===== src/rtl/bp_pkg.sv =====
// Shared types and constants for the branch predictor resolve path.
// Entry layout mirrors what fetch knows about an in-flight predicted branch.
package bp_pkg;

    localparam int BP_IDX_W = 10;
    localparam int BP_TGT_W = 30;

    localparam logic [15:0] CNT_SAT = 16'hFFFF;

    typedef struct packed {
        logic [BP_IDX_W-1:0] idx;
        logic                taken;
        logic [BP_TGT_W-1:0] target;
        logic [BP_TGT_W-1:0] fallthru;
    } bp_entry_t;

endpackage


===== src/rtl/bru_fifo.sv =====
// In-order tracking queue of predicted branches; head visible combinationally, 1-cycle write-to-read.
// Push while full is accepted only with a same-cycle pop; clear drops all entries and any push.
module bru_fifo
    import bp_pkg::*;
#(
    parameter int  DEPTH = 4,
    parameter type T     = bp_entry_t
) (
    input  logic Clk,
    input  logic Reset,
    input  logic push,
    input  T     push_dat,
    input  logic pop,
    input  logic clear,
    output T     head_dat,
    output logic full,
    output logic empty
);

    localparam int AW = $clog2(DEPTH);

    logic [AW:0] wr_ptr;
    logic [AW:0] rd_ptr;
    T            mem [DEPTH];
    logic        push_ok;
    logic        pop_ok;

    assign empty    = (wr_ptr == rd_ptr);
    assign full     = (wr_ptr[AW] != rd_ptr[AW]) && (wr_ptr[AW-1:0] == rd_ptr[AW-1:0]);
    assign pop_ok   = pop && !empty;
    assign push_ok  = push && (!full || pop_ok);
    assign head_dat = mem[rd_ptr[AW-1:0]];

    always_ff @(posedge Clk) begin
        if (Reset || clear) begin
            wr_ptr <= '0;
            rd_ptr <= '0;
        end else begin
            if (push_ok) wr_ptr <= wr_ptr + (AW+1)'(1);
            if (pop_ok)  rd_ptr <= rd_ptr + (AW+1)'(1);
        end
    end

    // When full, the tail slot is the head being popped; the read above sees the old value.
    always_ff @(posedge Clk) begin
        if (push_ok && !clear && !Reset) mem[wr_ptr[AW-1:0]] <= push_dat;
    end

endmodule


===== src/rtl/branch_resolve_unit.sv =====
// Compares the oldest tracked prediction with the EX outcome; table update and flush are registered (1 cycle).
// No backpressure: pushes beyond capacity are dropped (o_overflow), resolves on empty are ignored (o_underflow).
module branch_resolve_unit
    import bp_pkg::*;
#(
    parameter int DEPTH = 4,
    parameter int IDX_W = BP_IDX_W,
    parameter int TGT_W = BP_TGT_W
) (
    input  logic             Clk,
    input  logic             Reset,
    input  logic             i_push,
    input  logic [IDX_W-1:0] i_push_idx,
    input  logic             i_push_taken,
    input  logic [TGT_W-1:0] i_push_target,
    input  logic [TGT_W-1:0] i_push_fallthru,
    output logic             o_full,
    output logic             o_empty,
    input  logic             i_resolve,
    input  logic             i_actual_taken,
    input  logic [TGT_W-1:0] i_actual_target,
    output logic             o_WE,
    output logic [IDX_W-1:0] o_addrw,
    output logic             o_rd_steal,
    output logic             o_next,
    output logic [TGT_W-1:0] o_wdata,
    output logic             o_flush,
    output logic [TGT_W-1:0] o_redirect,
    output logic             o_overflow,
    output logic             o_underflow,
    output logic [15:0]      o_branches,
    output logic [15:0]      o_mispredicts
);

    bp_entry_t        push_entry;
    bp_entry_t        head;
    logic             q_full;
    logic             q_empty;
    logic             resolve_ok;
    logic             mispredict;
    logic [TGT_W-1:0] upd_target;
    logic [TGT_W-1:0] fix_target;

    logic             we_q;
    logic [IDX_W-1:0] addrw_q;
    logic             next_q;
    logic [TGT_W-1:0] wdata_q;
    logic             flush_q;
    logic [TGT_W-1:0] redirect_q;
    logic             overflow_q;
    logic             underflow_q;
    logic [15:0]      branches_q;
    logic [15:0]      mispredicts_q;

    always_comb begin
        push_entry          = '0;
        push_entry.idx      = i_push_idx;
        push_entry.taken    = i_push_taken;
        push_entry.target   = i_push_target;
        push_entry.fallthru = i_push_fallthru;
    end

    assign resolve_ok = i_resolve && !q_empty;
    assign mispredict = (head.taken != i_actual_taken) ||
                        (head.taken && i_actual_taken && (head.target != i_actual_target));
    // A not-taken outcome leaves the stored target untouched in the table.
    assign upd_target = i_actual_taken ? i_actual_target : head.target;
    assign fix_target = i_actual_taken ? i_actual_target : head.fallthru;

    bru_fifo #(
        .DEPTH (DEPTH),
        .T     (bp_entry_t)
    ) u_fifo (
        .Clk      (Clk),
        .Reset    (Reset),
        .push     (i_push && !(resolve_ok && mispredict)),
        .push_dat (push_entry),
        .pop      (resolve_ok),
        .clear    (resolve_ok && mispredict),
        .head_dat (head),
        .full     (q_full),
        .empty    (q_empty)
    );

    always_ff @(posedge Clk) begin
        if (Reset) begin
            we_q          <= 1'b0;
            addrw_q       <= '0;
            next_q        <= 1'b0;
            wdata_q       <= '0;
            flush_q       <= 1'b0;
            redirect_q    <= '0;
            overflow_q    <= 1'b0;
            underflow_q   <= 1'b0;
            branches_q    <= '0;
            mispredicts_q <= '0;
        end else begin
            we_q    <= resolve_ok;
            flush_q <= resolve_ok && mispredict;
            if (resolve_ok) begin
                addrw_q <= head.idx;
                next_q  <= i_actual_taken;
                wdata_q <= upd_target;
                if (branches_q != CNT_SAT) branches_q <= branches_q + 16'd1;
            end
            if (resolve_ok && mispredict) begin
                redirect_q <= fix_target;
                if (mispredicts_q != CNT_SAT) mispredicts_q <= mispredicts_q + 16'd1;
            end
            if (i_push && q_full && !resolve_ok) overflow_q <= 1'b1;
            if (i_resolve && q_empty)            underflow_q <= 1'b1;
        end
    end

    assign o_full        = q_full;
    assign o_empty       = q_empty;
    assign o_WE          = we_q;
    assign o_rd_steal    = we_q;
    assign o_addrw       = addrw_q;
    assign o_next        = next_q;
    assign o_wdata       = wdata_q;
    assign o_flush       = flush_q;
    assign o_redirect    = redirect_q;
    assign o_overflow    = overflow_q;
    assign o_underflow   = underflow_q;
    assign o_branches    = branches_q;
    assign o_mispredicts = mispredicts_q;

endmodule


===== config.mk =====
export PLATFORM = sky130hd
export DESIGN_NAME = branch_resolve_unit
export DESIGN_NICKNAME = d
export VERILOG_FILES = /design/src/rtl/bp_pkg.sv /design/src/rtl/bru_fifo.sv /design/src/rtl/branch_resolve_unit.sv
export SDC_FILE = /design/constraint.sdc
export NUM_CORES = 1
export LEC_CHECK = 0
export ABC_AREA = 1
export CAP_MARGIN = 30
export CORE_ASPECT_RATIO = 0.8
export CORE_MARGIN = 2
export CORE_UTILIZATION = 55
export DETAILED_ROUTE_END_ITERATION = 8
export PLACE_DENSITY_LB_ADDON = 0.12
export SYNTH_ARGS = -nofsm -noshare
export SYNTH_HDL_FRONTEND = slang
export SYNTH_SLANG_ARGS = --single-unit

===== constraint.sdc =====
create_clock -name Clk -period 6.5 [get_ports Clk]
set_input_delay 1.3 -clock Clk [delete_from_list [all_inputs] [get_ports Clk]]
set_output_delay 1.3 -clock Clk [all_outputs]
set_load 0.01 [all_outputs]

==> results of run 1 <==
## critical path, stage by stage (launching register included)
cell	delay (ns)
dfxtp_4	0.65
buf_4	0.34
buf_16	0.32
nand2_1	0.10
nand3_1	0.14
nand3_1	0.09
nand2_1	0.10
nand2_1	0.10
nor2_1	0.09
nand2_1	0.10
nor2_1	0.12
nand2_1	0.07
nand2_2	0.07
nand2_4	0.07
nand2_4	0.41
nand3_4	0.28
nor3b_4	0.76
buf_4	0.35
## power groups by stage
stage	Sequential (uW)	Combinational, uW	Clock, uW
6_report	3350	2760	2160
5_1_grt	3380	3050	2300
4_1_cts	3350	2740	2190
3_5_place_dp	3400	2710	0
3_3_place_gp	3390	2630	0
2_1_floorplan	3370	1700	0
## sequential cells by signal (all words and copies together), names as in the netlist, named ones only
name	cells
u_fifo.rd_ptr	3
o_overflow	1
o_wdata	30
o_redirect	30
o_branches	16
u_fifo.mem	284
o_WE	1
o_flush	1
o_next	1
o_underflow	1
o_mispredicts	16
o_addrw	10
u_fifo.wr_ptr	3
## cell type report
cell class	instances	area (sq um)
clock inverter	13	80.08
antenna	4	10.01
fill	2165	9208
inverter	73	279.0
timing repair buffer	237	2365
multi-input combinational	1021	4887
clock buffer	58	1150
tap	377	471.7
sequential	399	10840
## metrics by stage
step | power (uW) | util | worst slack, ns
6_report | 8266 | 0.6856 | 1.864
5_1_grt | 8732 | 0.6854 | 1.532
4_1_cts | 8273 | 0.6843 | 1.592
3_5_place_dp | 6110 | 0.6423 | 1.605
3_3_place_gp | 6022 | 0.6414 | 1.750
2_1_floorplan | 5078 | - | 1.069
## worst max path at each step
stage	start	end
finish	flip-flop	u_fifo.mem[0][8]
CTS	flip-flop	u_fifo.mem[0][48]
global route	flip-flop	u_fifo.mem[0][40]
global placement	flip-flop	u_fifo.mem[0][10]
detailed placement	flip-flop	u_fifo.mem[3][18]
floorplan	flip-flop	u_fifo.mem[0][0]
## cell families after synthesis
group / count (synthesis)
XOR/XNOR: 15
AND/OR/NAND/NOR: 755
adder cells (fa/ha/maj): 8
buffers and inverters: 159
AO/OA/AOI/OAI: 243
flip-flops: 399
## placed cells by master, fill, tap and decap left out, types with 8 or more instances in the layout
cell,count
nand2_1,477
edfxtp_1,284
clkdlybuf4s50_1,214
nand3_1,152
dfxtp_1,113
a21oi_1,92
nor2_1,80
o21ai_0,75
inv_1,68
clkbuf_16,41
a31oi_1,40
a221o_1,30
buf_4,19
nor3_1,13
clkbuf_1,11
nand4_1,10
xor2_1,8
ha_1,8
clkinv_1,8
## layer usage
layer / vias to the layer above / share of wire
met3: 70 / 0.084
met5: - / 0
met1: 5866 / 0.43
met4: 0 / 0.021
li1: 5900 / -
met2: 536 / 0.46
==> metrics.md, run 1 <==
| Metric | Value |
|---|---|
| Crit start category | `flip-flop` |
| Leak | `around 0.0075 uW` |
| Critical path class | `flip-flop to flip-flop` |
| Slew headroom | `0.3655` |
| Via count | `between 10k and 15k` |
| Area delta synth->final | `22.60%` |
| H-tree depth | `2` |
| Root buf cell | `clkbuf_16` |
| Row count | `56` |
| Avg Cell Area, Syn | `~10 sq um` |
| Mux cell area share after synthesis | `0` |
| CTS-repair resized insts | `0` |
| Synth warn | `0` |
| CTS max path bufs | `3` |
| Worst hold slack | `0.4640 ns` |
| Final min period | `about 4.6 ns` |
| Final Hold Fails | `0` |
| Drt first pass iters | `6` |
| Sequential fraction of the synthesis area | `0.6612` |
| Hold Crit Depth | `1` |
| Finish-stage setup viols | `0` |
| GRT busiest layer | `met2` |
| Met1 Usage GRT | `0.3706` |
| Max Clock Freq | `approximately 220 MHz` |
| WHS Endpoint | `o_overflow` |
| Net Sw Power | `between 2000 and 3000 uW` |
| Comb power frac | `0.333` |
| Post-DP HPWL | `between 20000 and 30000 um` |
| Type of the worst min-delay path | `flip-flop to flip-flop` |
| Syn Inst Count | `1579` |
| Xor and xnor fraction of the mapped netlist area | `0.008021` |
| Placed standard-cell area | `18810 sq um` |
| Number of synthesized flops with an enable pin | `~280` |
| Reg-to-reg endpoint | `u_fifo.mem[0][8]` |
| Power per cell area | `between 400 and 500 nW/um^2` |
| Crit path required time | `6.71 ns` |
| Worst-Skew Late Latency | `0.52 ns` |
| Post-synth top area cell | `edfxtp_1` |
| Vias in the first global route | `11.73k` |
| Vias per cell | `around 5.7` |
| Met3 Usage GRT | `0.04215` |
| Max-Cap Viols | `0` |
| Gpl congestion | `0.8289` |
| Mapped Area | `about 16000 sq um` |
| Status | `complete, no violations` |
| Sw frac | `0.3469` |
| Share of layout cells above drive strength 1 | `0.05219` |
| Ports | `216` |
| DRC errors left | `0` |
| Clock power frac | `0.262` |
| Synth Area in Adders | `0.006111` |
| WL per Instance | `approximately 19 um` |
| Non-filler cells, final | `approximately 2.2k` |
| Starting Density | `0.5593` |
| Slew Viols, Final | `0` |
| Syn nets | `1693` |
| Sequential Power Share | `0.405` |
| Most common cell in the synthesized netlist | `nand2_1` |
| First-pass GRT wire length | `63520 um` |
| Library cells used by synthesis | `34` |
| Inst Count DP | `approximately 2.1k` |
| Top cell type's share of synthesized area | `0.5207` |
| RSZ-0062 raised after global routing | `no` |
| Hold path start | `o_overflow` |
| Register-to-Register Path Depth | `17` |
| Number of post-CTS setup repair buffers | `0` |
| Largest family of logic cells by synthesized area | `simple AND/OR/NAND/NOR gates` |
| Ys async rst share | `0` |
| Antenna viol nets, final | `0` |
| Max VDD drop | `around 230 uV` |
| Iteration-0 DRC Markers | `~1.1k` |
| Initial antenna violation count | `3` |
| Synth Area in Compound Gates | `0.08785` |
| Synth area leaders | `edfxtp_1 52%, dfxtp_1 14%, nand2_1 11%` |
| Final Skew | `0.01751 ns` |
| IO Port Bufs | `215` |
| Internal reg-to-reg setup slack | `around 1.9 ns` |
| CP Max Fanout | `86` |
| Commonest cells in the netlist | `477 x nand2_1, 284 x edfxtp_1, 152 x nand3_1, 115 x dfxtp_1, 92 x a21oi_1` |
| Drt total wl | `slightly above 40000 um` |
| P_int | `5398 uW` |
| CP Data Arrival Time | `around 4.8 ns` |
| Number of hold buffers added after cts | `0` |
| Gr usage total | `0.2648` |
| Remaining global-route overflow | `0` |
| Core area | `approximately 29000 sq um` |
| Sink Count | `399` |
| Die height | `between 150 and 200 um` |
| Simple-gate area share of the yosys netlist | `0.1949` |
| Design area | `between 20000 and 25000 sq um` |
| Largest net degree at the start of global routing | `between 100 and 150` |
| #FFs+latches synth | `between 300 and 400` |
| CP Capture Type | `flip-flop` |
| Crit share post-route | `0.7132` |
| Setup total negative slack | `0 ns` |
| CTS tree | `done` |
| Clock buffer count from CTS | `39` |
| Worst-Margin Slew | `0.9517 ns` |
| Die area | `~31000 sq um` |
| Worst-path clk slew | `0.07 ns` |
| Die Wd | `roughly 200 um` |
| Layout Nets | `around 1.9k` |
| Met2 usage | `0.4329` |
| Top_reg_cell synth | `edfxtp_1` |
Power figures use the tool's default switching activity.
==> inputs of run 2 (changes only) <==
==> constraint.sdc (replaced) <==
create_clock -name Clk -period 4.7 [get_ports Clk]
set_input_delay 0.94 -clock Clk [delete_from_list [all_inputs] [get_ports Clk]]
set_output_delay 0.94 -clock Clk [all_outputs]
set_load 0.01 [all_outputs]
==> run 2 against run 1 <==
Effect of this change:
- fmax grew 18%
- global-route usage up 0.32 points
- sequential share of layout area decreased by 0.31 points
- largest cell class unchanged
- highest routed layer is now met5
- non-clock buffer count up 7
- sequential power increased by 38%
- register-to-register slack got worse by 1.1 ns
==> metrics.md, run 2 (synthesis gave the netlist of run 1 again) <==
| Metric | Value |
|---|---|
| Commonest non-fill, non-tap cell in the layout | `nand2_1` |
| Worst-Margin Slew | `between 0.9 and 1 ns` |
| Die area | `roughly 31000 sq um` |
| RSZ-0062 raised after global routing | `no` |
| CP Max Fanout | `45` |
| Pre-CTS WS | `0.8548 ns` |
| Crit-path cells | `inv_4 > buf_4 > nand2_1 > nand3_1 > nand3_1 > nand2_1 > inv_1 > nand2_1 > nor2_1 > nand2_1 > nor2_1 > nand2_1 > nand2_2 > nand2_4 > nand2_4 > nand3_4 > nor3b_4 > buf_12` |
| Antenna viol nets, final | `0` |
| Hold path start | `o_redirect[16]` |
| WHS Endpoint | `o_redirect[16]` |
| Crit path required time | `between 4 and 5 ns` |
| Starting Density | `0.5593` |
| Critical path class | `flip-flop to flip-flop` |
| Worst hold slack | `0.4631 ns` |
| Row count | `56` |
| Post-DP HPWL | `26000 um` |
| Power per cell area | `between 500 and 600 nW/um^2` |
| DRC errors left | `0` |
| First-pass GRT wire length | `roughly 64000 um` |
| Type of the worst min-delay path | `flip-flop to flip-flop` |
| Iteration-0 DRC Markers | `approximately 1.3k` |
| Final min period | `~3.9 ns` |
| Largest net degree at the start of global routing | `approximately 110` |
| Vias per cell | `5.682` |
| Clock buffer count from CTS | `40` |
| Crit path max-delay family | `simple AND/OR/NAND/NOR gates` |
| Filler cell count | `between 2k and 2.5k` |
| Drt total wl | `~42000 um` |
| Final Power | `about 12000 uW` |
| H-tree depth | `2` |
| Root buf cell | `clkbuf_16` |
| CTS tree | `done` |
| Gr usage total | `0.2680` |
| Die Wd | `around 200 um` |
| Commonest non-fill, non-tap cells in the layout | `477 x nand2_1, 284 x edfxtp_1, 214 x clkdlybuf4s50_1` |
| Max VDD drop | `342.8 uV` |
| CP Data Arrival Time | `just over 4 ns` |
| Slew Viols, Final | `0` |
| Hold Crit Depth | `2` |
| Inst Count DP | `2114` |
| Vias in the first global route | `~12k` |
| Crit start category | `flip-flop` |
| Initial antenna violation count | `3` |
| Gpl congestion | `approximately 0.84` |
| Layout Nets | `approximately 1.9k` |
| Worst path depth | `18` |
| Max reg flops | `between 200 and 300` |
| Drt first pass iters | `5` |
| Slowest stage delay, CP | `~0.64 ns` |
| Sink Count | `~400` |
| Share of layout cells above drive strength 1 | `0.05743` |
| WL per Instance | `about 19 um` |
| WP buf/inv | `4` |
| Core area | `roughly 29000 sq um` |
| Worst-path clk slew | `0.06 ns` |
| Final Skew | `between 0.02 and 0.025 ns` |
| Finish-stage setup viols | `0` |
| Crit share post-route | `0.8332` |
| Status | `complete, no violations` |
| Die height | `158.4 um` |
| Register-to-Register Path Depth | `18` |
| Max-Cap Viols | `0` |
| Number of hold buffers added after cts | `0` |
| CTS max path bufs | `3` |
| Worst-Skew Late Latency | `0.54 ns` |
| IO Port Bufs | `roughly 220` |
| Non-filler cells, final | `2188` |
| CP Capture Type | `flip-flop` |
| Ports | `216` |
| Internal reg-to-reg setup slack | `a little under 0.8 ns` |
| Leak | `0.007572 uW` |
| Via count | `12.43k` |
| Area delta synth->final | `23.30%` |
| CTS-repair resized insts | `0` |
| Remaining global-route overflow | `0` |
| Slowest CP cell | `dfxtp_4` |
| Antenna cell count | `0` |
| Final worst setup slack | `0.7840 ns` |
| Max Clock Freq | `between 200 and 300 MHz` |
| Number of post-CTS setup repair buffers | `0` |
| Slew headroom | `0.3923` |
| Reg-to-reg endpoint | `u_fifo.mem[2][27]` |
| Final Hold Fails | `0` |
| Most Frequent Cell on Critical Path | `nand2_1` |
-- run 2: layout make-up --
type	count	area, sq um	area share
sequential	399	10840	0.5366
multi-input combinational	1021	4887	0.2420
timing repair buffer	244	2440	0.1208
clock buffer	63	1190	0.05892
tap	377	471.7	0.02336
inverter	73	279.0	0.01382
clock inverter	11	90.09	0.004461
-- run 2: how the worst max path moves through the flow --
stage,end,slack (ns)
finish,u_fifo.mem[2][27],0.78
detailed placement,u_fifo.mem[2][18],0.85
floorplan,u_fifo.mem[0][0],-0.73
global placement,u_fifo.mem[2][18],0.89
global route,u_fifo.mem[2][48],0.54
CTS,u_fifo.mem[2][48],0.82
-- run 2: metal layers --
layer	vias to the layer above	wire length (um)	track usage
li1	5903	-	-
met1	5873	18050	0.3740
met2	551	18800	0.4122
met3	99	3921	0.06524
met4	6	1299	0.09739
met5	-	43	0
-- run 2: report_power, final --
group	switching [uW]	internal, uW	leakage, uW
registers	340	4290	0.00351
logic	2420	1450	0.00343
clock network	1300	1800	0.000626
total	4050	7540	0.00757
-- run 2: metrics by stage --
step	util	setup TNS [ns]	cell area [sq um]
4_1_cts	0.6896	0	20200
2_1_floorplan	-	-207.74	16380
5_1_grt	0.6896	0	20200
3_3_place_gp	0.6458	0	18920
6_report	0.6896	0	20200
3_5_place_dp	0.6458	0	18920
-- run 2: worst register-to-register path, stage by stage, from the launching register on --
cell,delay [ns]
dfxtp_4,0.64
inv_4,0.32
buf_4,0.31
nand2_1,0.08
nand3_1,0.16
nand3_1,0.11
nand2_1,0.06
inv_1,0.15
nand2_1,0.08
nor2_1,0.10
nand2_1,0.10
nor2_1,0.10
nand2_1,0.08
nand2_2,0.07
nand2_4,0.07
nand2_4,0.07
nand3_4,0.15
nor3b_4,0.63
buf_12,0.31
